`src/rtl/traffic_pkg.sv`:
```
// traffic_pkg: shared definitions for the traffic-light controller and its
// monitor. Phase encodings, monitor FSM states, the stage-1 lamp sample
// struct, default timing constants, and the lamp decode / legal-step helpers.
package traffic_pkg;

  typedef enum logic [1:0] {
    PH_RED     = 2'b00,
    PH_GREEN   = 2'b01,
    PH_YELLOW  = 2'b10,
    PH_INVALID = 2'b11
  } phase_t;

  typedef enum logic {
    ST_SYNC  = 1'b0,
    ST_TRACK = 1'b1
  } mon_state_t;

  typedef struct packed {
    logic red;
    logic green;
    logic yellow;
    logic cond;
  } lamp_sample_t;

  localparam int TL_SHORT_LEN = 32;
  localparam int TL_LONG_LEN  = 64;
  localparam int TL_YEL_LEN   = 5;
  localparam int TL_STUCK_LEN = 200;
  localparam int TL_CNT_W     = 8;

  // Exactly one lamp lit gives a phase; anything else is INVALID.
  function automatic phase_t decode_phase(input logic r, input logic g, input logic y);
    case ({r, g, y})
      3'b100:  return PH_RED;
      3'b010:  return PH_GREEN;
      3'b001:  return PH_YELLOW;
      default: return PH_INVALID;
    endcase
  endfunction

  function automatic logic legal_step(input phase_t from, input phase_t to);
    return ((from == PH_RED)    && (to == PH_GREEN))  ||
           ((from == PH_GREEN)  && (to == PH_YELLOW)) ||
           ((from == PH_YELLOW) && (to == PH_RED));
  endfunction

endpackage

```
`src/rtl/traffic_light_monitor_if.sv`:
```
// traffic_light_monitor_if: lamp observation bus plus monitor results.
//   lamps/condition/clr_err : driven by the observed system (master)
//   phase .. err_any        : driven by the monitor (slave)
//   cycle_cnt               : present only when TLM_COVER_EN is defined
interface traffic_light_monitor_if
  import traffic_pkg::*;
#(
  parameter int CNT_W = TL_CNT_W
) ();

  logic             red;
  logic             green;
  logic             yellow;
  logic             condition;
  logic             clr_err;
  phase_t           phase;
  logic             len_valid;
  logic [CNT_W-1:0] phase_len;
  logic             err_onehot;
  logic             err_seq;
  logic             err_len;
  logic             err_stuck;
  logic             err_any;
`ifdef TLM_COVER_EN
  logic [15:0]      cycle_cnt;
`endif

  modport master (
    output red, green, yellow, condition, clr_err,
    input  phase, len_valid, phase_len, err_onehot, err_seq, err_len,
           err_stuck, err_any
`ifdef TLM_COVER_EN
    , input cycle_cnt
`endif
  );

  modport slave (
    input  red, green, yellow, condition, clr_err,
    output phase, len_valid, phase_len, err_onehot, err_seq, err_len,
           err_stuck, err_any
`ifdef TLM_COVER_EN
    , output cycle_cnt
`endif
  );

endinterface

```
`src/rtl/traffic_phase_timer.sv`:
```
// traffic_phase_timer: per-phase run counter and condition-stability tracker.
//   en          : a valid sample is present this cycle
//   load        : the sample starts a new phase (counter loads 1)
//   cond        : condition seen with the sample
//   run_cnt     : cycles spent in the current phase, saturating
//   run_nxt     : value run_cnt takes at the next edge (lets the top
//                 register level errors in step with the counter)
//   cond_stable : condition has not changed since the phase began
//   cond_ref    : condition at phase start; equals the last-cycle value
//                 whenever cond_stable is set
module traffic_phase_timer #(
  parameter int CNT_W = 8
) (
  input  logic             clk,
  input  logic             rst,
  input  logic             en,
  input  logic             load,
  input  logic             cond,
  output logic [CNT_W-1:0] run_cnt,
  output logic [CNT_W-1:0] run_nxt,
  output logic             cond_stable,
  output logic             cond_ref
);

  localparam logic [CNT_W-1:0] CNT_MAX = {CNT_W{1'b1}};

  always_comb begin
    run_nxt = run_cnt;
    if (en) begin
      if (load)                    run_nxt = CNT_W'(1);
      else if (run_cnt != CNT_MAX) run_nxt = run_cnt + CNT_W'(1);
    end
  end

  always_ff @(posedge clk) begin
    if (rst) begin
      run_cnt     <= '0;
      cond_stable <= 1'b0;
      cond_ref    <= 1'b0;
    end else begin
      run_cnt <= run_nxt;
      if (en) begin
        if (load) begin
          cond_stable <= 1'b1;
          cond_ref    <= cond;
        end else if (cond != cond_ref) begin
          cond_stable <= 1'b0;
        end
      end
    end
  end

endmodule

```
`src/rtl/traffic_light_monitor.sv`:
```
// traffic_light_monitor: passive safety observer for the traffic lamps.
// Stage 1 samples red/green/yellow/condition; stage 2 decodes the phase,
// runs the SYNC/TRACK FSM, checks order/length/one-hot/stuck and registers
// every output (2-cycle latency).
//   clk, rst : shared with the controller (rst synchronous, active-high)
//   mon      : traffic_light_monitor_if.slave (lamps in, results out)
// Optional: define TLM_COVER_EN to add mon.cycle_cnt, the count of
// completed error-free RED->GREEN->YELLOW->RED rounds.
module traffic_light_monitor
  import traffic_pkg::*;
#(
  parameter int SHORT_LEN = TL_SHORT_LEN,
  parameter int LONG_LEN  = TL_LONG_LEN,
  parameter int YEL_LEN   = TL_YEL_LEN,
  parameter int STUCK_LEN = TL_STUCK_LEN,
  parameter int CNT_W     = TL_CNT_W
) (
  input logic                    clk,
  input logic                    rst,
  traffic_light_monitor_if.slave mon
);

  localparam logic [CNT_W-1:0] SHORT_L = CNT_W'(SHORT_LEN);
  localparam logic [CNT_W-1:0] LONG_L  = CNT_W'(LONG_LEN);
  localparam logic [CNT_W-1:0] YEL_L   = CNT_W'(YEL_LEN);
  localparam logic [CNT_W-1:0] STUCK_L = CNT_W'(STUCK_LEN);

  // Stage 1 and its valid pipe: [0] stage 1 holds a real sample,
  // [1] stage 2 has already taken a sample (a previous phase exists).
  lamp_sample_t s1_q;
  logic [1:0]   vld_pipe;

  always_ff @(posedge clk) begin
    if (rst) begin
      s1_q     <= '0;
      vld_pipe <= '0;
    end else begin
      s1_q     <= '{red: mon.red, green: mon.green, yellow: mon.yellow, cond: mon.condition};
      vld_pipe <= {vld_pipe[0], 1'b1};
    end
  end

  phase_t           cur_ph, ph_q;
  logic             sample, first, change;
  logic [CNT_W-1:0] run_cnt, run_nxt, exp_len;
  logic             cond_stable, cond_ref;

  assign cur_ph = decode_phase(s1_q.red, s1_q.green, s1_q.yellow);
  assign sample = vld_pipe[0];
  // The first sample after reset only seeds the phase; it is never a change.
  assign first  = vld_pipe[0] & ~vld_pipe[1];
  assign change = vld_pipe[0] & vld_pipe[1] & (cur_ph != ph_q);

  traffic_phase_timer #(.CNT_W(CNT_W)) u_timer (
    .clk         (clk),
    .rst         (rst),
    .en          (sample),
    .load        (first | change),
    .cond        (s1_q.cond),
    .run_cnt     (run_cnt),
    .run_nxt     (run_nxt),
    .cond_stable (cond_stable),
    .cond_ref    (cond_ref)
  );

  mon_state_t state_q, state_nxt;
  logic       skip_q, skip_nxt;
  logic       oh_nxt, seq_nxt, len_nxt, stuck_nxt, err_now, any_nxt;
  logic       len_valid_q, oh_q, seq_q, lenerr_q, stuck_q, any_q;
  logic [CNT_W-1:0] len_q;

  always_ff @(posedge clk) begin
    if (rst) state_q <= ST_SYNC;
    else     state_q <= state_nxt;
  end

  always_comb begin
    state_nxt = state_q;
    skip_nxt  = skip_q;
    seq_nxt   = 1'b0;
    len_nxt   = 1'b0;
    oh_nxt    = sample & (cur_ph == PH_INVALID);
    stuck_nxt = run_nxt > STUCK_L;
    if (ph_q == PH_YELLOW) exp_len = YEL_L;
    else if (cond_ref)     exp_len = LONG_L;
    else                   exp_len = SHORT_L;
    if (change) begin
      seq_nxt   = ~legal_step(ph_q, cur_ph);
      // The ended phase is checked only when its start was properly
      // observed: not the first phase (SYNC), not INVALID, not entered
      // from INVALID, and with condition steady throughout.
      len_nxt   = (state_q == ST_TRACK) & ~skip_q & (ph_q != PH_INVALID) &
                  cond_stable & (run_cnt != exp_len);
      skip_nxt  = (ph_q == PH_INVALID);
      state_nxt = ST_TRACK;
    end
    err_now = oh_nxt | seq_nxt | len_nxt | stuck_nxt;
    // A new error outranks a simultaneous clear.
    any_nxt = (any_q & ~mon.clr_err) | err_now;
  end

  always_ff @(posedge clk) begin
    if (rst) begin
      ph_q        <= PH_RED;
      len_valid_q <= 1'b0;
      len_q       <= '0;
      oh_q        <= 1'b0;
      seq_q       <= 1'b0;
      lenerr_q    <= 1'b0;
      stuck_q     <= 1'b0;
      any_q       <= 1'b0;
      skip_q      <= 1'b0;
    end else begin
      if (sample) ph_q <= cur_ph;
      len_valid_q <= change;
      if (change) len_q <= run_cnt;
      oh_q        <= oh_nxt;
      seq_q       <= seq_nxt;
      lenerr_q    <= len_nxt;
      stuck_q     <= stuck_nxt;
      any_q       <= any_nxt;
      skip_q      <= skip_nxt;
    end
  end

  assign mon.phase      = ph_q;
  assign mon.len_valid  = len_valid_q;
  assign mon.phase_len  = len_q;
  assign mon.err_onehot = oh_q;
  assign mon.err_seq    = seq_q;
  assign mon.err_len    = lenerr_q;
  assign mon.err_stuck  = stuck_q;
  assign mon.err_any    = any_q;

`ifdef TLM_COVER_EN
  // round_ok: a RED entry has been seen and nothing has gone wrong since.
  logic        round_ok_q;
  logic [15:0] cyc_q;

  always_ff @(posedge clk) begin
    if (rst) begin
      round_ok_q <= 1'b0;
      cyc_q      <= '0;
    end else if (sample) begin
      if (change && ph_q == PH_YELLOW && cur_ph == PH_RED && round_ok_q &&
          !err_now && cyc_q != 16'hFFFF)
        cyc_q <= cyc_q + 16'd1;
      if ((first || change) && cur_ph == PH_RED) round_ok_q <= 1'b1;
      else if (err_now)                          round_ok_q <= 1'b0;
    end
  end

  assign mon.cycle_cnt = cyc_q;
`endif

endmodule

```
`src/flat_wrapper.sv`:
```
// flat-port wrapper written by rule: the top's interface ports become plain ports
module traffic_light_monitor_flat import traffic_pkg::*;
#(
  parameter int SHORT_LEN = TL_SHORT_LEN,
  parameter int LONG_LEN  = TL_LONG_LEN,
  parameter int YEL_LEN   = TL_YEL_LEN,
  parameter int STUCK_LEN = TL_STUCK_LEN,
  parameter int CNT_W     = TL_CNT_W
)
  (clk, rst, mon_red, mon_green, mon_yellow, mon_condition, mon_clr_err, mon_phase, mon_len_valid, mon_phase_len, mon_err_onehot, mon_err_seq, mon_err_len, mon_err_stuck, mon_err_any);
  traffic_light_monitor_if #(.CNT_W(CNT_W)) mon_i ();
  input logic clk;
  input logic rst;
  input wire logic [$bits(mon_i.red)-1:0] mon_red;
  input wire logic [$bits(mon_i.green)-1:0] mon_green;
  input wire logic [$bits(mon_i.yellow)-1:0] mon_yellow;
  input wire logic [$bits(mon_i.condition)-1:0] mon_condition;
  input wire logic [$bits(mon_i.clr_err)-1:0] mon_clr_err;
  output wire logic [$bits(mon_i.phase)-1:0] mon_phase;
  output wire logic [$bits(mon_i.len_valid)-1:0] mon_len_valid;
  output wire logic [$bits(mon_i.phase_len)-1:0] mon_phase_len;
  output wire logic [$bits(mon_i.err_onehot)-1:0] mon_err_onehot;
  output wire logic [$bits(mon_i.err_seq)-1:0] mon_err_seq;
  output wire logic [$bits(mon_i.err_len)-1:0] mon_err_len;
  output wire logic [$bits(mon_i.err_stuck)-1:0] mon_err_stuck;
  output wire logic [$bits(mon_i.err_any)-1:0] mon_err_any;
  assign mon_i.red = mon_red;
  assign mon_i.green = mon_green;
  assign mon_i.yellow = mon_yellow;
  assign mon_i.condition = mon_condition;
  assign mon_i.clr_err = mon_clr_err;
  assign mon_phase = mon_i.phase;
  assign mon_len_valid = mon_i.len_valid;
  assign mon_phase_len = mon_i.phase_len;
  assign mon_err_onehot = mon_i.err_onehot;
  assign mon_err_seq = mon_i.err_seq;
  assign mon_err_len = mon_i.err_len;
  assign mon_err_stuck = mon_i.err_stuck;
  assign mon_err_any = mon_i.err_any;
  traffic_light_monitor #(.SHORT_LEN(SHORT_LEN), .LONG_LEN(LONG_LEN), .YEL_LEN(YEL_LEN), .STUCK_LEN(STUCK_LEN), .CNT_W(CNT_W)) u_core (.clk(clk), .rst(rst), .mon(mon_i));
endmodule
```
`config.mk`:
```
export PLATFORM = sky130hd
export DESIGN_NAME = traffic_light_monitor_flat
export DESIGN_NICKNAME = d
export VERILOG_FILES = /design/src/rtl/traffic_pkg.sv /design/src/rtl/traffic_light_monitor_if.sv /design/src/rtl/traffic_phase_timer.sv /design/src/rtl/traffic_light_monitor.sv /design/src/flat_wrapper.sv
export SDC_FILE = /design/constraint.sdc
export NUM_CORES = 1
export LEC_CHECK = 0
export ABC_CLOCK_PERIOD_IN_PS = 2800
export BUFFER_PORTS_ARGS = -buffer_cell sky130_fd_sc_hd__buf_2
export CAP_MARGIN = 15
export CORE_MARGIN = 1.5
export CORE_UTILIZATION = 40
export DETAILED_ROUTE_END_ITERATION = 7
export SLEW_MARGIN = 40
export SYNTH_ARGS = -nofsm -noshare
export SYNTH_HDL_FRONTEND = slang
export SYNTH_SLANG_ARGS = --single-unit
```
`constraint.sdc`:
```
create_clock -name clk -period 2.8 [get_ports clk]
set_clock_uncertainty 0.05 [all_clocks]
set_input_delay 0.7 -clock clk [delete_from_list [all_inputs] [get_ports clk]]
set_output_delay 0.7 -clock clk [all_outputs]
set_load 0.01 [all_outputs]
```
Yosys cells after proc, flatten, opt, wreduce, memory -nomap -nowiden --
Cells that the tools add are included.
Storage, ports and cells: bits in registers 34, bits of input ports 7, output and inout bits 16
Cells by class: add/subtract/negate cells 1, $lt $le $gt $ge 1, equality and inequality tests 14, multiplexer cells 11, bitwise gates (word level) 18, reductions and logical operators 10
Operators with widths (number):
- $mux W8 | 4
- $and A1 B1 Y1 | 9
- $add A8 B1 Y8 const B | 1
- $eq A2 B2 Y1 const B | 4
- $gt A8 B8 Y1 const B | 1
- $ne A8 B8 Y1 | 1
- $ne A8 B8 Y1 const B | 1
- $mux W7 | 1
- $pmux W2 S3 | 1
- $mux W1 | 5
- $or A1 B1 Y1 | 5
- $eq A2 B1 Y1 const B | 2
- $logic_not A2 Y1 | 2
- $not A1 Y1 | 4
- $reduce_and A2 Y1 | 2
- $eq A3 B1 Y1 const B | 1
- $eq A3 B2 Y1 const B | 1
- $eq A3 B3 Y1 const B | 1
- $logic_and A1 B1 Y1 | 3
- $logic_or A1 B1 Y1 | 2
- $ne A2 B2 Y1 | 1
- $ne A2 B2 Y1 const B | 1
- $reduce_bool A2 Y1 | 1
- $ne A1 B1 Y1 | 1

Depth between registers and ports, before layout --
Gate-level depths: netlist of run 1.
word-level depth 12, depth in mapped cells 8

Hierarchy --
A second synthesis of run 1 with hierarchy kept.
Second synthesis, totals: cell total of the unflattened synthesis 193, area, all modules 1741.7 um^2
Modules (own cells, without submodules):
- traffic_light_monitor | instances 1, cells an instance 114, area an instance 1087.3 um^2
- traffic_phase_timer | instances 1, cells an instance 79, area an instance 654.4 um^2

Least setup slack after synthesis of run 1 --
Ideal clock, no wire load.
path type reg-to-reg, start reg u_core.ph_q[0] (netlist: u_core.mon.phase[0]), end reg u_core.any_q (netlist: u_core.mon.err_any), library setup time 75 ps, arrival 1858 ps, data required time 2675 ps, setup slack 817 ps, cell stages (with the launch flop) 7, buffers on the path 0, clock period less this slack 1983 ps, cells stage by stage dfxtp_1 -> or4bb_1 -> a311oi_2 -> o22ai_1 -> a22oi_2 -> nand3_2 -> a22oi_2
Between the ends: longest elaborated chain between the ends 10
RTL lines:
- start: declaration | RTL line traffic_light_monitor.sv:43 | phase_t cur_ph, ph_q;
- start signal: assignment | RTL line traffic_light_monitor.sv:114 | if (sample) ph_q <= cur_ph;
- parallel branches: the longest is 8 deep, another holds $gt A8 B8 Y1
- $or A1 B1 Y1 * | RTL line traffic_light_monitor.sv:97 | err_now = oh_nxt | seq_nxt | len_nxt | stuck_nxt;
- $or A1 B1 Y1 * | RTL line traffic_light_monitor.sv:99 | any_nxt = (any_q & ~mon.clr_err) | err_now;
- end signal: assignment | RTL line traffic_light_monitor.sv:121 | any_q <= any_nxt;
- end: declaration | RTL line traffic_light_monitor.sv:69 | logic len_valid_q, oh_q, seq_q, lenerr_q, stuck_q, any_q;
Every way passes the cells marked *. A chain may end at the register's enable or synchronous reset.

Worst setup path after layout of run 1 --
start reg u_core.ph_q[1] (netlist: u_core.mon.phase[1]), end reg u_core.any_q (netlist: u_core.mon.err_any)
Same word-level chain as after synthesis.

==> out/results.tsv, run 1 <==
metric	value	unit
outcome	finished clean	
finalSetupTns	0	ns
worst_ir_drop_vdd	0.000284	V
fmax	0.416	GHz
synth_edf_count	0	
clockBufferDepth	2	
routed_via_density	5.35	
syn_nets	217	
hpwl	2.72	mm
endpoint_kind	register	
reg2reg_depth	6	
clk_pin_slew	0.06	ns
hold_viol_final	0	
timing.final.crit_share	0.859	
dieHeight	70.5	um
drv_cap	0	
drive_gt1_frac	0.217	
place_area	1890	um^2
worst_pin_slew	0.714	ns
dieArea	4970	um^2
postSynthCellCount	209	
slew_violations	0	
port_buffers	22	
cts_tree	built	
fin_ws	0.396	ns
ys_async_sr_fraction	0	
layout.nets	234	
coreArea	4380	um^2
gp_congestion	0.795	
p_leak	0.743	nW
htree_levels	2	
syn_avg_cell_area	8.72	um^2
die_w	70.5	um
ios	23	
dr_wl_met3	166	um
root_buffer	clkbuf_8	
synth-seq-cells	34	
antenna_found_initial	0	
first_global_vias	1309	
cts_sinks	34	
wl_met2	1.74	mm
netlist_area	1820	um^2
arrival	2.50	ns
hold_buffers	0	
final_cell_mix	dfxtp_1, nand2_1, buf_2, a21oi_1, nor2_1	
grt_max_degree	16	
startpoint_type	register	
ys_seq_area_frac	0.373	
hp-start	u_core.mon.phase_len[5]	
routed.top_layer	met4	
hold_end	u_core.mon.phase_len[5]	
wl_per_cell	13.8	um
grt_pass1_wl	6.49	mm
final_common_cell	dfxtp_1	
post_cts_resized	0	
yosysUniqueCellTypes	55	
worstPathMaxFanout	14	
whs_path_depth	2	
numCtsBuffers	5	
dr.pass1.iters	4	
min_period	2.40	ns
synthToLayoutAreaGrowth	7.76	%
fillCellCount	456	
first_iter_violations	61	
hold_path_class	register to register	
wl_met1	1.88	mm
rsz0062_at_grt	no	
fin_area	1960	um^2
start_util	0.416	
yosysWarnings	0	
antenna_cells	0	
vias	1488	
postCtsSetupBuffers	0	
dominantRegCellSynth	dfxtp_1	
drc	0	
drt-total-wl	3.84	mm
clock_latency	0.28	ns
setup_viol	0	
p_per_area	483	nW/um^2
grt-ovfl-total	0	
reg2reg_setup_slack	0.40	ns
post-route-util	0.448	
relSlewSlack	0.520	
reg2reg_to	u_core.mon.err_any	
row_count	24	
track_usage	0.168	
drtAntennaViolNets	0	
crit_required	2.90	ns
criticalPathCategory	register to register	
place_ws	0.423	ns
r2r_start	u_core.mon.phase[1]	
## worst max-delay path by stage
stage	start	slack, ns	depth (start not counted)	to
6_report	u_core.mon.phase[1]	0.40	6	u_core.mon.err_any
5_1_grt	u_core.mon.phase[1]	0.26	6	u_core.mon.err_any
3_3_place_gp	u_core.mon.phase[0]	0.51	6	u_core.mon.err_any
4_1_cts	u_core.mon.phase[1]	0.40	6	u_core.mon.err_any
3_5_place_dp	u_core.mon.phase[1]	0.42	6	u_core.mon.err_any
2_1_floorplan	u_core.mon.phase[0]	0.82	6	u_core.mon.err_any
## flip-flops by register name, summed over array words and instances (netlist names)
| register | count |
|---|---|
| u_core.u_timer.cond_stable | 1 |
| u_core.mon.err_any | 1 |
| u_core.mon.err_len | 1 |
| u_core.u_timer.run_cnt | 8 |
| u_core.mon.phase_len | 8 |
| u_core.mon.phase | 2 |
| u_core.state_q | 1 |
| u_core.mon.len_valid | 1 |
| u_core.mon.err_onehot | 1 |
| u_core.mon.err_stuck | 1 |
| u_core.s1_q | 4 |
| u_core.skip_q | 1 |
| u_core.u_timer.cond_ref | 1 |
| u_core.vld_pipe | 2 |
| u_core.mon.err_seq | 1 |
## critical path, cell delays in order, from the launching register on
cell and delay, ns:
dfxtp_1 0.65, or4bb_1 0.54, a31oi_1 0.20, a21oi_1 0.09
and3_1 0.39, a211oi_2 0.27, a22oi_2 0.08
## area by class of cell
class / count / area, um^2 / area share
Multi-Input combinational cell: 153 / 983 / 0.501
Timing Repair Buffer: 25 / 133 / 0.0675
Tap cell: 52 / 65.1 / 0.0331
Sequential cell: 34 / 681 / 0.346
Inverter: 7 / 26.3 / 0.0134
Clock buffer: 7 / 76.3 / 0.0389
## cell usage after synthesis (2+ instances only)
cell      number  area [um^2]
o22ai_1        3         18.8
and3_1         3         18.8
a21oi_1       20          100
o21ai_1        2         10.0
a31oi_1        2         12.5
clkbuf_8       4         55.1
nor3_1         7         35.0
nor2b_1        7         43.8
inv_1          7         26.3
buf_6          4         45.0
nand4_1        5         31.3
or2_2          2         12.5
nor2_1        18         67.6
xnor2_1        3         26.3
xor2_1         2         17.5
buf_2          2         10.0
a22oi_2        2         25.0
a31oi_2        2         25.0
o21ai_0        4         20.0
and2_1         4         25.0
clkbuf_1       4         15.0
nand2_1       25         93.8
nor4_1         2         12.5
a211oi_1       2         15.0
nand3_1        9         45.0
mux2i_1        2         20.0
dfxtp_1       34          681
## per-layer routing
metal  up-vias  global-route usage
met4         0              0.0641
met5         -                   0
met3         6              0.0390
met2        30               0.256
li1        776                   -
met1       676               0.232
## cells by family (layout without fill, tap and decap cells)
logic type | count (synthesis) | count (layout) | synth area share
multiplexers | 2 | 2 | 0.0110
AND/OR/NAND/NOR | 92 | 92 | 0.273
flip-flops | 34 | 34 | 0.373
buffers and inverters | 22 | 39 | 0.0872
AO/OA/AOI/OAI | 53 | 53 | 0.224
XOR/XNOR | 5 | 5 | 0.0240
adder cells (fa/ha/maj) | 1 | 1 | 0.00686
## stage by stage
| stage | std cells | hold slack, ns | power (W) |
|---|---|---|---|
| floorplan | 209 | 0.387 | 0.000611 |
| global placement | 271 | 0.390 | 0.000624 |
| detailed placement | 271 | 0.394 | 0.000626 |
| CTS | 278 | 0.403 | 0.000961 |
| global route | 278 | 0.419 | 0.000995 |
| finish | 278 | 0.399 | 0.000950 |
## power breakdown
part | switching [W] | internal [W]
clock network | 0.000164 | 0.000171
registers | 0.0000277 | 0.000497
logic | 0.0000491 | 0.0000399
No activity file was read; power rests on OpenSTA's default activity.
==> inputs of run 2 (changes only) <==
Settings changed: PLACE_DENSITY_LB_ADDON set to 0.15.
==> run 2 against run 1 <==
Hold slack improved by 0.0023 ns. Routed wire length increased by 6.3%. Clock-buffer cell count decreased by 2. Fmax increased by 1.8%. Sequential share of layout area decreased by 1.5 points. Register-to-register slack improved by 0.04 ns. Power increased by 23%. Design area increased by 4.6%. Critical path type unchanged. Largest cell class unchanged.
==> out/results.tsv, run 2 (synthesis results as in run 1) <==
metric	value	unit
outcome	finished clean	
final_common_cell	dfxtp_1	
fillCellCount	429	
slew_violations	0	
gp_congestion	0.868	
numCtsBuffers	5	
drtAntennaViolNets	0	
htree_levels	2	
clk_pin_slew	0.07	ns
finalSetupTns	0	ns
wl_per_cell	14.4	um
post_cts_resized	0	
criticalPathCategory	register to register	
worst_ir_drop_vdd	0.000337	V
antenna_found_initial	0	
track_usage	0.175	
coreArea	4380	um^2
hold_slack	0.401	ns
reg2reg_depth	6	
row_count	24	
drt-total-wl	4.08	mm
ios	23	
drive_gt1_frac	0.242	
routed_via_density	5.55	
hpwl	2.94	mm
crit_required	2.92	ns
worst_pin_slew	0.533	ns
arrival	2.48	ns
rsz0062_at_grt	no	
hold_buffers	0	
reg2reg_to	u_core.mon.err_any	
hold_path_class	register to register	
timing.final.crit_share	0.844	
p_leak	0.794	nW
grt_max_degree	18	
fmax	0.423	GHz
dr.pass1.iters	4	
layout.nets	238	
endpoint_kind	register	
place_area	1920	um^2
clock_latency	0.29	ns
relSlewSlack	0.644	
setup_viol	0	
port_buffers	22	
die_w	70.5	um
antenna_cells	0	
drc	0	
whs_path_depth	2	
reg2reg_setup_slack	0.44	ns
root_buffer	clkbuf_8	
p_per_area	568	nW/um^2
synthToLayoutAreaGrowth	12.8	%
postCtsSetupBuffers	0	
cts_sinks	34	
cts_tree	built	
min_period	2.36	ns
fin_area	2060	um^2
vias	1570	
startpoint_type	register	
grt_pass1_wl	6.82	mm
power	0.00117	W
first_iter_violations	47	
hold_end	u_core.mon.phase_len[4]	
start_util	0.416	
clockBufferDepth	2	
first_global_vias	1417	
worstPathMaxFanout	13	
hp-start	u_core.mon.phase_len[4]	
grt-ovfl-total	0	
final_cell_mix	dfxtp_1, nand2_1, buf_2, a21oi_1, nor2_1	
hold_viol_final	0	
dieArea	4970	um^2
dieHeight	70.5	um
drv_cap	0	
cp-startpoint	u_core.mon.phase[0]	
r2r_start	u_core.mon.phase[0]	
[run 2: routing by layer]
metal	GRT usage	vias to the layer above	wire length, um
met5	0	-	0
met4	0.0662	0	71
met3	0.0418	8	159
met2	0.281	43	1880
met1	0.228	735	1970
li1	-	784	-
[run 2: critical path, cell delays in order (launching register included)]
cell and delay, ns:
dfxtp_1 0.56, or4bb_1 0.62, a31oi_1 0.20, a21oi_1 0.09
and3_1 0.38, a211oi_2 0.26, a22oi_2 0.07
[run 2: how the worst max path moves through the flow]
stage                               to  slack [ns]  depth (start not counted)
floorplan           u_core.mon.err_any        0.82                          6
global placement    u_core.mon.err_any        0.52                          6
detailed placement  u_core.mon.err_any        0.48                          6
CTS                 u_core.mon.err_any        0.46                          6
global route        u_core.mon.err_any        0.31                          6
finish              u_core.mon.err_any        0.44                          6
[run 2: report_power, final]
part           switching [W]  internal, W  total, W
Combinational      0.0000566    0.0000444  0.000101
Clock               0.000191     0.000357  0.000548
Sequential         0.0000212     0.000497  0.000518
[run 2: area by class of cell]
class                      count  area [um^2]  share of cell area
clock inverter                 3         68.8              0.0335
inverter                       7         26.3              0.0128
timing repair buffer          29          163              0.0791
multi-input combinational    153          983               0.478
tap                           52         65.1              0.0316
sequential                    34          681               0.331
clock buffer                   5         68.8              0.0335
[run 2: per-stage QoR]
step / util / worst slack, ns / instances
floorplan: - / 0.817 / 209
global placement: 0.438 / 0.518 / 275
detailed placement: 0.438 / 0.476 / 275
CTS: 0.469 / 0.463 / 283
global route: 0.469 / 0.305 / 283
finish: 0.469 / 0.438 / 283
==> inputs of run 3 (changes only) <==
Settings changed: ABC_CLOCK_PERIOD_IN_PS 2800 to 2400.
Clock period 2.8 ns to 2.4 ns, I/O delays scaled along.
==> run 3 against run 2 <==
Power is 17% higher. Design area rose by 1.8%. First-iteration DRC count grew 110%. Via count down 1.9%. Fmax up 6.6%. Largest cell class unchanged.
==> out/results.tsv, run 3 (synthesis results as in run 1) <==
metric	value	unit
outcome	finished clean	
grt-ovfl-total	0	
post-route-util	0.477	
antenna_cells	0	
htree_levels	2	
hpwl	2.98	mm
antenna_found_initial	0	
min_period	2.22	ns
wl_per_cell	13.9	um
startpoint_type	register	
final_common_cell	dfxtp_1	
placed_cells	280	
grt_pass1_wl	6.62	mm
dr.pass1.iters	4	
dieArea	4970	um^2
start_util	0.416	
routed_via_density	5.35	
relSlewSlack	0.657	
place_area	1960	um^2
row_count	24	
synthToLayoutAreaGrowth	14.8	%
worstPathMaxFanout	12	
grt_max_degree	17	
ios	23	
clk_pin_slew	0.07	ns
gp_congestion	0.814	
first_global_vias	1410	
final_cell_mix	dfxtp_1, nand2_1, buf_2, a21oi_1, nor2_1	
postCtsSetupBuffers	0	
crit_required	2.51	ns
cts_sinks	34	
drc	0	
p_per_area	651	nW/um^2
coreArea	4380	um^2
post_cts_resized	0	
fin_area	2090	um^2
drv_cap	0	
die_w	70.5	um
slew_violations	0	
arrival	2.33	ns
place_ws	0.203	ns
first_iter_violations	100	
drive_gt1_frac	0.258	
p_leak	0.818	nW
track_usage	0.170	
fin_ws	0.184	ns
layout.cells.non_filler	288	
finalSetupTns	0	ns
vias	1540	
dieHeight	70.5	um
timing.final.crit_share	0.923	
setup_viol	0	
criticalPathCategory	register to register	
hold_viol_final	0	
worst_pin_slew	0.513	ns
cts_tree	built	
hold_path_class	register to register	
port_buffers	22	
drt-total-wl	4.00	mm
fmax	0.451	GHz
endpoint_kind	register	
worst_ir_drop_vdd	0.000331	V
hold_buffers	0	
drtAntennaViolNets	0	
numCtsBuffers	5	
rsz0062_at_grt	no	
clock_latency	0.29	ns
root_buffer	clkbuf_8	
clockBufferDepth	2	
layout.nets	243	
run 3: changes by cell type in the layout (fill, tap and decap cells not counted):
cell / change
buf_4: +5
run 3: path summary, 6_finish.rpt:
kind                           startpoint                       to  slack [ns]  depth (start not counted)
hold / removal    u_core.mon.phase_len[3]  u_core.mon.phase_len[3]        0.40                          2
hold reg to reg   u_core.mon.phase_len[3]  u_core.mon.phase_len[3]        0.40                          2
setup / recovery      u_core.mon.phase[1]       u_core.mon.err_any        0.18                          6
setup reg to reg      u_core.mon.phase[1]       u_core.mon.err_any        0.18                          6
run 3: layer usage:
layer | vias to the layer above | global-route usage | share of wire
met1 | 711 | 0.218 | 0.48
met4 | 0 | 0.0491 | 0.0090
met5 | - | 0 | 0
met3 | 5 | 0.0390 | 0.046
met2 | 30 | 0.286 | 0.46
li1 | 794 | - | -
run 3: layout make-up:
| type | count | area [um^2] |
|---|---|---|
| clock buffer | 5 | 68.8 |
| clock inverter | 3 | 68.8 |
| fill | 429 | 2290 |
| inverter | 7 | 26.3 |
| multi-input combinational | 153 | 983 |
| sequential | 34 | 681 |
| tap | 52 | 65.1 |
| timing repair buffer | 34 | 200 |
run 3: where the power goes:
| group | internal, W | switching (W) | total [W] |
|---|---|---|---|
| clock | 0.000416 | 0.000218 | 0.000634 |
| combinational | 0.0000563 | 0.0000728 | 0.000129 |
| sequential | 0.000580 | 0.0000191 | 0.000599 |
| total | 0.00105 | 0.000310 | 0.00136 |
run 3: stage by stage:
stage | hold WS [ns] | total power (W)
after floorplan | 0.387 | 0.000713
after global placement | 0.394 | 0.000740
after detailed placement | 0.393 | 0.000742
after CTS | 0.403 | 0.00138
after global routing | 0.422 | 0.00141
final | 0.401 | 0.00136
run 3: critical path, stage by stage, from the launching register on:
cell and delay, ns:
dfxtp_1 0.53, or4bb_1 0.53, a31oi_1 0.20, a21oi_1 0.10, and3_1 0.36, a211oi_2 0.25
a22oi_2 0.07
